[src/rtl/div_restoring_16b_if.sv]
// div_restoring_16b_if: start/busy/done handshake and operand/result bus for the divider.
interface div_restoring_16b_if #(parameter int WIDTH = 16);
   logic             start;
   logic [WIDTH-1:0] inA;
   logic [WIDTH-1:0] inB;
   logic [WIDTH-1:0] quot;
   logic [WIDTH-1:0] rem;
   logic             busy;
   logic             done;
   logic             div_by_zero;
   modport master (output start, inA, inB, input quot, rem, busy, done, div_by_zero);
   modport slave (input start, inA, inB, output quot, rem, busy, done, div_by_zero);
endinterface

[src/rtl/div_restoring_16b.sv]
// div_restoring_16b: sequential unsigned restoring divider, one quotient bit per clock.
module div_restoring_16b #(parameter int WIDTH = 16) (
   input logic clk,
   input logic rst,
   div_restoring_16b_if.slave bus
);
   localparam int CW = $clog2(WIDTH);
   typedef enum logic [1:0] {IDLE, RUN, DONE} state_t;
   state_t state, state_nx;
   logic [WIDTH-1:0] dvd, dvs, prem, quot_r, rem_r;
   logic [CW-1:0] cnt;
   logic [WIDTH:0] s, t;
   logic nb, accept, last, dbz_r;
   // dvd shifts out dividend bits at the top and collects quotient bits at the bottom
   assign s = {prem, dvd[WIDTH-1]};
   assign t = s - {1'b0, dvs};
   assign nb = ~t[WIDTH];
   assign accept = bus.start && state != RUN;
   assign last = cnt == CW'(WIDTH - 1);
   always_comb begin
      state_nx = state;
      if (state == RUN)
         state_nx = last ? DONE : RUN;
      else
         state_nx = accept ? (bus.inB == '0 ? DONE : RUN) : IDLE;
   end
   always_ff @(posedge clk or posedge rst) begin
      if (rst) begin
         state <= IDLE;
         dvd <= '0;
         dvs <= '0;
         prem <= '0;
         cnt <= '0;
         quot_r <= '0;
         rem_r <= '0;
         dbz_r <= 1'b0;
      end else begin
         state <= state_nx;
         if (accept && bus.inB == '0) begin
            quot_r <= '1;
            rem_r <= bus.inA;
            dbz_r <= 1'b1;
         end else if (accept) begin
            dvd <= bus.inA;
            dvs <= bus.inB;
            prem <= '0;
            cnt <= '0;
            dbz_r <= 1'b0;
         end else if (state == RUN) begin
            prem <= nb ? t[WIDTH-1:0] : s[WIDTH-1:0];
            dvd <= {dvd[WIDTH-2:0], nb};
            cnt <= cnt + CW'(1);
            if (last) begin
               quot_r <= {dvd[WIDTH-2:0], nb};
               rem_r <= nb ? t[WIDTH-1:0] : s[WIDTH-1:0];
            end
         end
      end
   end
   assign bus.quot = quot_r;
   assign bus.rem = rem_r;
   assign bus.div_by_zero = dbz_r;
   assign bus.busy = state == RUN;
   assign bus.done = state == DONE;
endmodule
[src/flat_wrapper.sv]
// flat-port wrapper written by rule: the top's interface ports become plain ports
module div_restoring_16b_flat 
#(parameter int WIDTH = 16)
  (clk, rst, bus_start, bus_inA, bus_inB, bus_quot, bus_rem, bus_busy, bus_done, bus_div_by_zero);
  div_restoring_16b_if #(.WIDTH(WIDTH)) bus_i ();
  input logic clk;
  input logic rst;
  input wire logic [$bits(bus_i.start)-1:0] bus_start;
  input wire logic [$bits(bus_i.inA)-1:0] bus_inA;
  input wire logic [$bits(bus_i.inB)-1:0] bus_inB;
  output wire logic [$bits(bus_i.quot)-1:0] bus_quot;
  output wire logic [$bits(bus_i.rem)-1:0] bus_rem;
  output wire logic [$bits(bus_i.busy)-1:0] bus_busy;
  output wire logic [$bits(bus_i.done)-1:0] bus_done;
  output wire logic [$bits(bus_i.div_by_zero)-1:0] bus_div_by_zero;
  assign bus_i.start = bus_start;
  assign bus_i.inA = bus_inA;
  assign bus_i.inB = bus_inB;
  assign bus_quot = bus_i.quot;
  assign bus_rem = bus_i.rem;
  assign bus_busy = bus_i.busy;
  assign bus_done = bus_i.done;
  assign bus_div_by_zero = bus_i.div_by_zero;
  div_restoring_16b #(.WIDTH(WIDTH)) u_core (.clk(clk), .rst(rst), .bus(bus_i));
endmodule
[config.mk]
export PLATFORM = sky130hd
export DESIGN_NAME = div_restoring_16b_flat
export DESIGN_NICKNAME = d
export VERILOG_FILES = /design/src/rtl/div_restoring_16b_if.sv /design/src/rtl/div_restoring_16b.sv /design/src/flat_wrapper.sv
export SDC_FILE = /design/constraint.sdc
export NUM_CORES = 1
export LEC_CHECK = 0
export ABC_AREA = 1
export CAP_MARGIN = 20
export CORE_ASPECT_RATIO = 0.6
export CORE_UTILIZATION = 35
export CTS_CLUSTER_SIZE = 12
export DETAILED_ROUTE_END_ITERATION = 10
export PLACE_DENSITY = 0.56
export SYNTH_ARGS = -nofsm -noshare
export SYNTH_HDL_FRONTEND = slang
export SYNTH_SLANG_ARGS = --single-unit
[constraint.sdc]
create_clock -name clk -period 2.7 [get_ports clk]
set_clock_uncertainty 0.15 [all_clocks]
set_input_delay 0.54 -clock clk [delete_from_list [all_inputs] [get_ports clk]]
set_output_delay 0.54 -clock clk [all_outputs]
set_load 0.005 [all_outputs]
==> impl_metrics.csv, run 1 <==
group,metric,value,unit
run_status,outcome,"finished clean",
global_routing,antenna_found_initial,0,
routing,ant_nets,0,
die,initial_utilization,36.15,%
global_routing,overflow,0,
hold_path,hold_path.class,"reg2reg",
clock_network,clock-root-buffer,"clkbuf_16",
pwr,cellLeakagePower,3.174,nW
routing,via_count,4349,
routing,routed_wl,13.30,mm
timing,rsz0062_at_grt,"no",
setup_path,crit_chain,"ha_1 > inv_1 > fa_2 > nand2_1 > nand2_1 > nand3_1 > nand2_2 > nand2_2 > nand2_2 > nand2_8 > nand2_8 > nand2_1 > nand3_1 > nand2_1 > inv_1",
die,die-area,14700,um2
final_layout,final_nets,786,
final_layout,drive_gt1_share,6.920,%
yosys,yosys_warnings,0,
yosys,syn-num-nets,715,
setup_path,required,2.78,ns
yosys,async_reset_ff_share,100.0,%
place,hpwl,10.04,mm
setup_path,crit_type,"reg2reg",
die,ios,70,
routing,drt_iter0_markers,318,
clock_network,clock-sinks,87,
routing,wl_per_cell,14.32,um
clock_network,cts_tree,"yes",
die,core_area,13750,um2
setup_path,start_kind,"flip-flop",
timing,slew_viol_final,0,
final_layout,multi_input_area,2185,um2
yosys,synth_edf_count,0,
yosys,ys_ff_latch,87,
timing,setup_violations,0,
final_layout,area_growth,23.89,%
global_routing,grtUsageTotal,19.21,%
timing,worst_pin_slew,0.4708,ns
die,row_count,33,
timing,hold_violations,0,
global_routing,grt_pass1_wl,21.36,mm
setup_path,path_common_cell,"nand2_1",
die,die_height,94.30,um
place,port-buffer-count,69,
setup_path,crit_arrival,2.62,ns
final_layout,n_antenna_cell,0,
place,place_congestion,0.8442,
die,die_x,155.8,um
timing,finalCritPeriodShare,93.94,%
timing,fin_crit,2.536,ns
global_routing,grt_max_degree,88,
clock_network,ctsLongestPathBuffers,2,
yosys,synth_area_per_cell,7.507,um2
clock_network,h-tree-depth,3,
final_layout,layout_commonest_cell,"nand2_1",
yosys,syn_inst,662,
clock_network,clk_pin_slew,0.06,ns
setup_path,cpPeakStageDelay,0.45,ns
final_layout,final_cell_mix,"nand2_1, inv_1, dfrtp_1, nand3_1, clkdlybuf4s50_1",
setup_path,worst_path_max_delay_cell,"dfrtp_1",
final_layout,seq_area,2177,um2
run,cap_violations,0,
clock_network,clock_latency,0.34,ns
timing,maxSlewHeadroom,68.61,%
timing,whs,0.3458,ns
yosys,ys.flop_type,"dfrtp_1",
yosys,syn_area,4970,um2
timing,totalNegativeSetupSlack,0,ns
setup_path,end_kind,"flip-flop",
yosys,seq_area_frac_synth,43.81,%
clock_network,cts_buffers,9,
pwr,power.density,1491,nW/um2
pwr,peakVddDrop,0.0006503,V
global_routing,first_global_vias,4075,
setup_path,worst-r2r-setup-slack,0.16,ns
routing,drt_pass1_iterations,5,
timing,fmax,394.3,MHz
routing,via_per_inst,4.681,
setup_path,path_max_fanout,18,
routing,drc,0,
yosys,ys_types,37,
final_layout,fillCellCount,1381,
[metal layers]
metal | GRT usage [%] | routed length [um]
met5 | 0 | 0
met3 | 4.244 | 822
met1 | 31.69 | 7623
met4 | 3.840 | 103
met2 | 24.40 | 4750
[sequential cells by signal, summed over array words and instances (netlist names)]
register	count
u_core.bus.div_by_zero	1
u_core.bus.quot	16
u_core.bus.rem	16
u_core.cnt	4
u_core.dvd	16
u_core.dvs	16
u_core.prem	16
u_core.state	2
[critical path: cells and delay by family, from the launching register on]
family / cells / cell delay, ns
adders and majority gates: 2 / 0.54
buffers and inverters: 2 / 0.11
DFF: 1 / 0.45
and+or+nand+nor: 11 / 1.17
[synthesized netlist by cell type (8+ instances only)]
cell     count  share of area [%]
a21oi_1     23                2.3
a22oi_1     14                2.1
buf_2        8               0.81
dfrtp_1     87                 44
ha_1        17                4.3
inv_1      130                9.8
nand2_1    178                 13
nand2_2     11                1.4
nand3_1     69                6.9
nor2_1      32                2.4
o21ai_0     34                3.4
o21ai_1     11                1.1
[path summary, 6_finish.rpt]
kind | from | to | cells after the start
min in group asynchronous | rst | u_core.bus.quot[13] | 3
hold reg to reg | u_core.dvs[3] | u_core.dvs[3] | 2
setup reg to reg | u_core.dvs[0] | u_core.bus.rem[15] | 15
hold / removal | u_core.dvs[3] | u_core.dvs[3] | 2
setup / recovery | u_core.dvs[0] | u_core.bus.rem[15] | 15
max in group asynchronous | rst | u_core.prem[1] | 3
[where the power goes]
group	internal, mW	total, mW	switching [mW]
logic	2.23	5.64	3.41
registers	1.97	2.40	0.433
clock network	0.643	1.14	0.499
[kinds of logic (layout without fill, tap and decap cells)]
logic type | after synthesis | after routing | synth area share, %
compound gates | 89 | 89 | 10.27
xor+xnor | 9 | 9 | 1.586
fa+ha+maj | 18 | 18 | 4.683
buf+inv | 153 | 228 | 12.51
flops | 87 | 87 | 43.81
simple gates | 306 | 306 | 27.14
[per-stage QoR]
stage	utilization, %	area, um2	instances	total power, mW	setup WS (ns)
2_1_floorplan	-	4974	662	6.394	0.4613
3_3_place_gp	42.71	5872	913	7.903	0.09654
3_5_place_dp	42.71	5872	913	7.961	0.1084
4_1_cts	44.64	6138	928	9.148	0.07702
5_1_grt	44.78	6157	929	10.12	0.0003508
6_report	44.78	6157	929	9.181	0.1637
[cell type report]
cell class	instances	share of cell area, %
clock buffers	12	4.003
clock inverters	3	0.3251
inverters	133	8.169
multi-input cells	422	35.48
flip-flops and latches	87	35.36
well taps	192	3.902
repair buffers	80	12.76
[what timing repair did]
item	in CTS	in global routing
buffers inserted	0	1
resized for setup	0	2
hold buffers	0	0
setup endpoints to repair	0	17
Power figures use the tool's default switching activity.
==> run 2: changes to the inputs <==
--- a/config.mk
+++ b/config.mk
@@ -12,6 +12,7 @@
 export CTS_CLUSTER_SIZE = 12
 export DETAILED_ROUTE_END_ITERATION = 10
 export PLACE_DENSITY = 0.56
+export SLEW_MARGIN = 20
 export SYNTH_ARGS = -nofsm -noshare
 export SYNTH_HDL_FRONTEND = slang
 export SYNTH_SLANG_ARGS = --single-unit
==> results of run 2 <==
No change in the layout: final DEF, timing and power equal those of run 1.
==> run 3: changes to the inputs <==
--- a/config.mk
+++ b/config.mk
@@ -7,11 +7,13 @@
 export LEC_CHECK = 0
 export ABC_AREA = 1
 export CAP_MARGIN = 20
+export CELL_PAD_IN_SITES_DETAIL_PLACEMENT = 1
+export CELL_PAD_IN_SITES_GLOBAL_PLACEMENT = 1
 export CORE_ASPECT_RATIO = 0.6
 export CORE_UTILIZATION = 35
 export CTS_CLUSTER_SIZE = 12
 export DETAILED_ROUTE_END_ITERATION = 10
-export PLACE_DENSITY = 0.56
+export PLACE_DENSITY = 0.73
 export SLEW_MARGIN = 20
 export SYNTH_ARGS = -nofsm -noshare
 export SYNTH_HDL_FRONTEND = slang
==> run 3 against run 2 <==
  * Clock-buffer cell count is 1 lower
  * Sequential power about the same
  * Final cell count grew 0.32%
  * Combinational power rose by 8.7%
  * Via count increased by 6.0%
  * Flip-flop and latch count unchanged
  * Largest power group unchanged
==> impl_metrics.csv, run 3 (same netlist as run 1, synthesis figures left out) <==
group,metric,value,unit
clock_network,post_cts_buffers,0,
run,cap_violations,0,
pwr,peakVddDrop,0.0004787,V
pwr,cellLeakagePower,3.215,nW
setup_path,worst_path_max_delay_cell,"fa_1",
setup_path,cp.depth,16,
place,dp_slack,0.09157,ns
hold_path,hold_path.class,"reg2reg",
routing,drt_pass1_iterations,4,
final_layout,area_growth,25.70,%
die,die_x,155.8,um
clock_network,clock-sinks,87,
setup_path,cp-startpoint,"u_core.dvd[15]",
global_routing,antenna_found_initial,0,
setup_path,crit_arrival,2.66,ns
clock_network,h-tree-depth,3,
clock_network,cts_tree,"yes",
setup_path,path_max_fanout,9,
setup_path,path_common_cell,"nand2_1",
timing,totalNegativeSetupSlack,0,ns
timing,worst_pin_slew,0.7041,ns
timing,finalCritPeriodShare,95.62,%
clock_network,clock-root-buffer,"clkbuf_16",
place,port-buffer-count,69,
timing,setup_violations,0,
routing,via_per_inst,4.944,
setup_path,cpPeakStageDelay,0.40,ns
setup_path,r2r_start,"u_core.dvd[15]",
final_layout,final_cell_mix,"nand2_1, inv_1, dfrtp_1, nand3_1, clkdlybuf4s50_1",
setup_path,crit_buf_inv,2,
setup_path,crit_type,"reg2reg",
timing,fmax,387.4,MHz
die,row_count,33,
setup_path,end_kind,"flip-flop",
timing,maxSlewHeadroom,52.96,%
setup_path,required,2.78,ns
pwr,p_comb_share,63.0,%
pwr,clock_power_share,12.2,%
final_layout,layout_commonest_cell,"nand2_1",
pwr,power.density,1557,nW/um2
routing,routed_wl,15.73,mm
final_layout,final_nets,788,
timing,hold_violations,0,
global_routing,overflow,0,
clock_network,clock_latency,0.34,ns
setup_path,reg2reg_to,"u_core.prem[12]",
timing,fin_ws,0.1184,ns
clock_network,clk_pin_slew,0.07,ns
global_routing,grt_pass1_wl,23.98,mm
setup_path,crit_chain,"inv_1 > ha_1 > inv_1 > fa_1 > nand2_1 > nand2_1 > nand3_1 > nand2_2 > nand2_4 > nand2_4 > nand2_8 > nand2_8 > nand2_1 > nand2_1 > nand2_1 > nand2_1",
place,place_congestion,0.9417,
setup_path,worst-r2r-cell-count,16,
setup_path,cp_top_family,"simple AND/OR/NAND/NOR gates",
clock_network,cts_hold_buf,0,
pwr,power.internal,4.881,mW
routing,drc,0,
timing,slew_viol_final,0,
die,core_area,13750,um2
routing,drt_iter0_markers,220,
clock_network,ctsLongestPathBuffers,2,
pwr,swShare,49.84,%
die,ios,70,
clock_network,cts-resized-gates,0,
timing,rsz0062_at_grt,"no",
routing,wl_per_cell,16.87,um
pwr,seq_power_share,24.8,%
global_routing,grtUsageTotal,21.61,%
clock_network,cts_buffers,9,
routing,via_count,4608,
final_layout,drive_gt1_share,7.297,%
die,die_height,94.30,um
setup_path,cp-endpoint,"u_core.prem[12]",
global_routing,grt_max_degree,42,
pwr,power_switching,4.849,mW
final_layout,n_antenna_cell,0,
setup_path,worst-r2r-setup-slack,0.12,ns
die,die-area,14700,um2
setup_path,start_kind,"flip-flop",
final_layout,fillCellCount,1716,
place,hpwl,11.69,mm
global_routing,first_global_vias,4573,
routing,ant_nets,0,
timing,fin_crit,2.582,ns
die,initial_utilization,36.15,%
run_status,outcome,"finished clean",
==> run 3: cell count changes in the layout (fill, tap and decap cells not counted), sizes merged <==
cell	change
clkinv	+1
nand3	+2
clkbuf	-1
buf	-3
nand2	+3
inv	+1
==> run 3: power by group through the flow <==
stage	registers (mW)	clock network, mW	logic, mW
5_1_grt	2.48	1.27	6.86
4_1_cts	2.40	1.22	5.80
3_5_place_dp	2.41	0	5.76
3_3_place_gp	2.38	0	5.54
6_report	2.41	1.19	6.13
2_1_floorplan	2.29	0	4.10
==> run 3: routing by layer <==
metal / wire (um) / GRT usage, %
met4: 170 / 5.474
met2: 6360 / 31.40
met3: 1135 / 5.351
met5: 0 / 0
met1: 8059 / 31.77
==> run 3: worst min-delay path, stage by stage (launching register included) <==
cell and delay (ns):
dfrtp_1 0.34, nand2_1 0.05, o21ai_0 0.06
==> run 3: area by class of cell <==
cell class	count	area, um2	share of cell area [%]
Timing Repair Buffer	77	788.3	12.62
Sequential cell	87	2177	34.85
Clock inverter	5	41.29	0.6609
Clock buffer	11	242.7	3.885
Multi-Input combinational cell	427	2255	36.09
Tap cell	192	240.2	3.845
Inverter	133	503.0	8.051
==> run 3: worst min path at each step <==
stage	depth (start not counted)	endpoint	start
finish	2	u_core.dvs[5]	u_core.dvs[5]
global route	2	u_core.dvs[5]	u_core.dvs[5]
CTS	2	u_core.dvs[5]	u_core.dvs[5]
detailed placement	2	u_core.dvs[5]	u_core.dvs[5]
global placement	2	u_core.dvs[5]	u_core.dvs[5]
floorplan	2	u_core.dvs[10]	u_core.dvs[10]
==> run 3: metrics by stage <==
stage	area, um2	total power [mW]	hold WS [ns]	utilization (%)	instances
floorplan	4974	6.394	0.3030	-	662
global placement	5882	7.915	0.3193	42.78	911
detailed placement	5882	8.172	0.3259	42.78	911
CTS	6166	9.419	0.3421	44.84	927
global route	6247	10.61	0.3605	45.44	932
finish	6247	9.730	0.3393	45.44	932
==> edit, RTL diff (config.mk and constraints of run 3) <==
The 3 states of `state_t` get a one-hot encoding in 3 bits.
--- a/src/rtl/div_restoring_16b.sv
+++ b/src/rtl/div_restoring_16b.sv
@@ -5,7 +5,7 @@
    div_restoring_16b_if.slave bus
 );
    localparam int CW = $clog2(WIDTH);
-   typedef enum logic [1:0] {IDLE, RUN, DONE} state_t;
+   typedef enum logic [2:0] {IDLE = 3'b001, RUN = 3'b010, DONE = 3'b100} state_t;
    state_t state, state_nx;
    logic [WIDTH-1:0] dvd, dvs, prem, quot_r, rem_r;
    logic [CW-1:0] cnt;
Formal check against the unedited RTL: no difference found for any inputs over 10 cycles, from zero or initial values and one cycle with rst high; not proved beyond that.
==> edit against run 3 <==
Power shrank 29%. Sequential cell count grew 1. Sequential power shrank 19%. Routed wire length fell by 7.9%. Final cell count down 9.1%. Design area shrank 2.5%. Synthesized area shrank 3.0%. Worst setup slack improved by 0.089 ns. Maximum frequency up 3.6%.
==> edit: results (changes against run 3) <==
| Metric | Value |
|---|---|
| Total track usage | `21.64% (was 21.61%)` |
| Post-Syn Instances | `595 (was 662)` |
| Synth area leaders | `dfrtp_1 (45%), nand2_1 (12%), inv_1 (7.7%) (was dfrtp_1 (44%), nand2_1 (13%), inv_1 (9.8%))` |
| Outcome | `completed (unchanged)` |
| Via Count | `4,268 (was 4,608)` |
| Register area share after synthesis | `45.70% (was 43.81%)` |
| Leak Pwr | `3.017 nW (was 3.215 nW)` |
| Setup Slack @ Placement | `0.1042 ns (was 0.09157 ns)` |
| Initial drt markers | `199 (was 220)` |
| NumNets Final | `725 (was 788)` |
| Setup crit start | `u_core.prem[14] (was u_core.dvd[15])` |
| Layout fillers | `1,584 (was 1,716)` |
| Met1 Use GR | `30.86% (was 31.77%)` |
| Met3 Use GR | `4.773% (was 5.351%)` |
| Vias/cell | `5.039 (was 4.944)` |
| First-pass GRT wire length | `23,820 um (was 23,980 um)` |
| Number of global-route vias before repair | `4,497 (was 4,573)` |
| Most frequent cells after synthesis | `nand2_1 (159), inv_1 (99), dfrtp_1 (87), o21ai_0 (40) (was nand2_1 (178), inv_1 (130), dfrtp_1 (87), nand3_1 (69), o21ai_0 (34))` |
| DP Cell Count | `831 (was 911)` |
| Worst VDD drop | `0.3800 mV (was 0.4787 mV)` |
| DPL Wire Length | `10,900 um (was 11,690 um)` |
| CP peak stage delay | `0.45 ns (was 0.40 ns)` |
| Worst Min Path Start | `u_core.dvs[2] (was u_core.dvs[5])` |
| Slew @ Worst Pin | `0.4952 ns (was 0.7041 ns)` |
| Syn Nets | `648 (was 715)` |
| Critical path arrival | `2.55 ns (was 2.66 ns)` |
| WL/cell | `17.10 um (was 16.87 um)` |
| Max FO, Critical Path | `24 (was 9)` |
edit: cell types whose count changed after synthesis, moves of 3 or more:
| cell | delta |
|---|---|
| buf_6 | +5 |
| o221ai_1 | +13 |
| inv_1 | -31 |
| nand2_1 | -19 |
| or2_1 | +3 |
| nand2_2 | -5 |
| nor3_1 | +3 |
| o21ai_0 | +6 |
| o21bai_1 | +11 |
| nand3_1 | -43 |
| a22oi_1 | -12 |
| nor2_1 | -6 |
| o22a_1 | +4 |
edit: cell families (layout without fill, tap and decap cells):
logic type	after synthesis	in the layout	synth area share (%)
mux	1	1	0.2076
xor+xnor	9	9	1.635
flops	88	88	45.70
buf+inv	123	205	10.67
compound gates	114	114	14.61
fa+ha+maj	18	18	4.827
simple gates	242	242	22.35
edit: area by class of cell:
class | count | area, sq um | share of cell area, %
clock inverter | 6 | 68.82 | 1.130
sequential | 88 | 2203 | 36.18
timing repair buffer | 85 | 873.3 | 14.34
clock buffer | 10 | 229.0 | 3.760
tap | 170 | 212.7 | 3.493
multi-input combinational | 384 | 2106 | 34.58
inverter | 104 | 396.6 | 6.513
edit: final timing paths:
check / endpoint / slack [ns] / cells after the start
max: u_core.prem[2] / 0.21 / 12
min: u_core.dvs[2] / 0.34 / 2
max reg2reg: u_core.prem[2] / 0.21 / 12
min reg2reg: u_core.dvs[2] / 0.34 / 2
max in group asynchronous: u_core.state[0] / 1.37 / 3
min in group asynchronous: u_core.bus.quot[13] / 0.41 / 2
edit: what timing repair did:
item / CTS / global route
setup endpoints to repair: 0 / 11
endpoints found under the hold margin: 0 / 0
gates resized for setup: 0 / 4
edit: per-layer routing:
layer	wire, um	vias to the layer above
met1	7510	2113
met3	671	9
li1	-	2060
met4	98	0
met2	6200	86
met5	0	-
edit: where the power goes:
part | internal (mW) | leakage (nW) | total, mW | switching [mW]
sequential | 1.70 | 1.03 | 1.96 | 0.257
combinational | 1.33 | 1.85 | 3.63 | 2.29
clock | 0.723 | 0.143 | 1.29 | 0.563
total | 3.75 | 3.02 | 6.87 | 3.11
edit: worst min-delay path, stage by stage (launching register included):
cell	delay, ns
dfrtp_1	0.35
nand2_1	0.05
o21ai_0	0.06
edit: stage by stage:
step                instance area, sq um  power (mW)
global route                        6090       7.468
detailed placement                  5789       5.555
CTS                                 6087       6.873
global placement                    5789       5.390
finish                              6090       6.866
floorplan                           4825       4.469
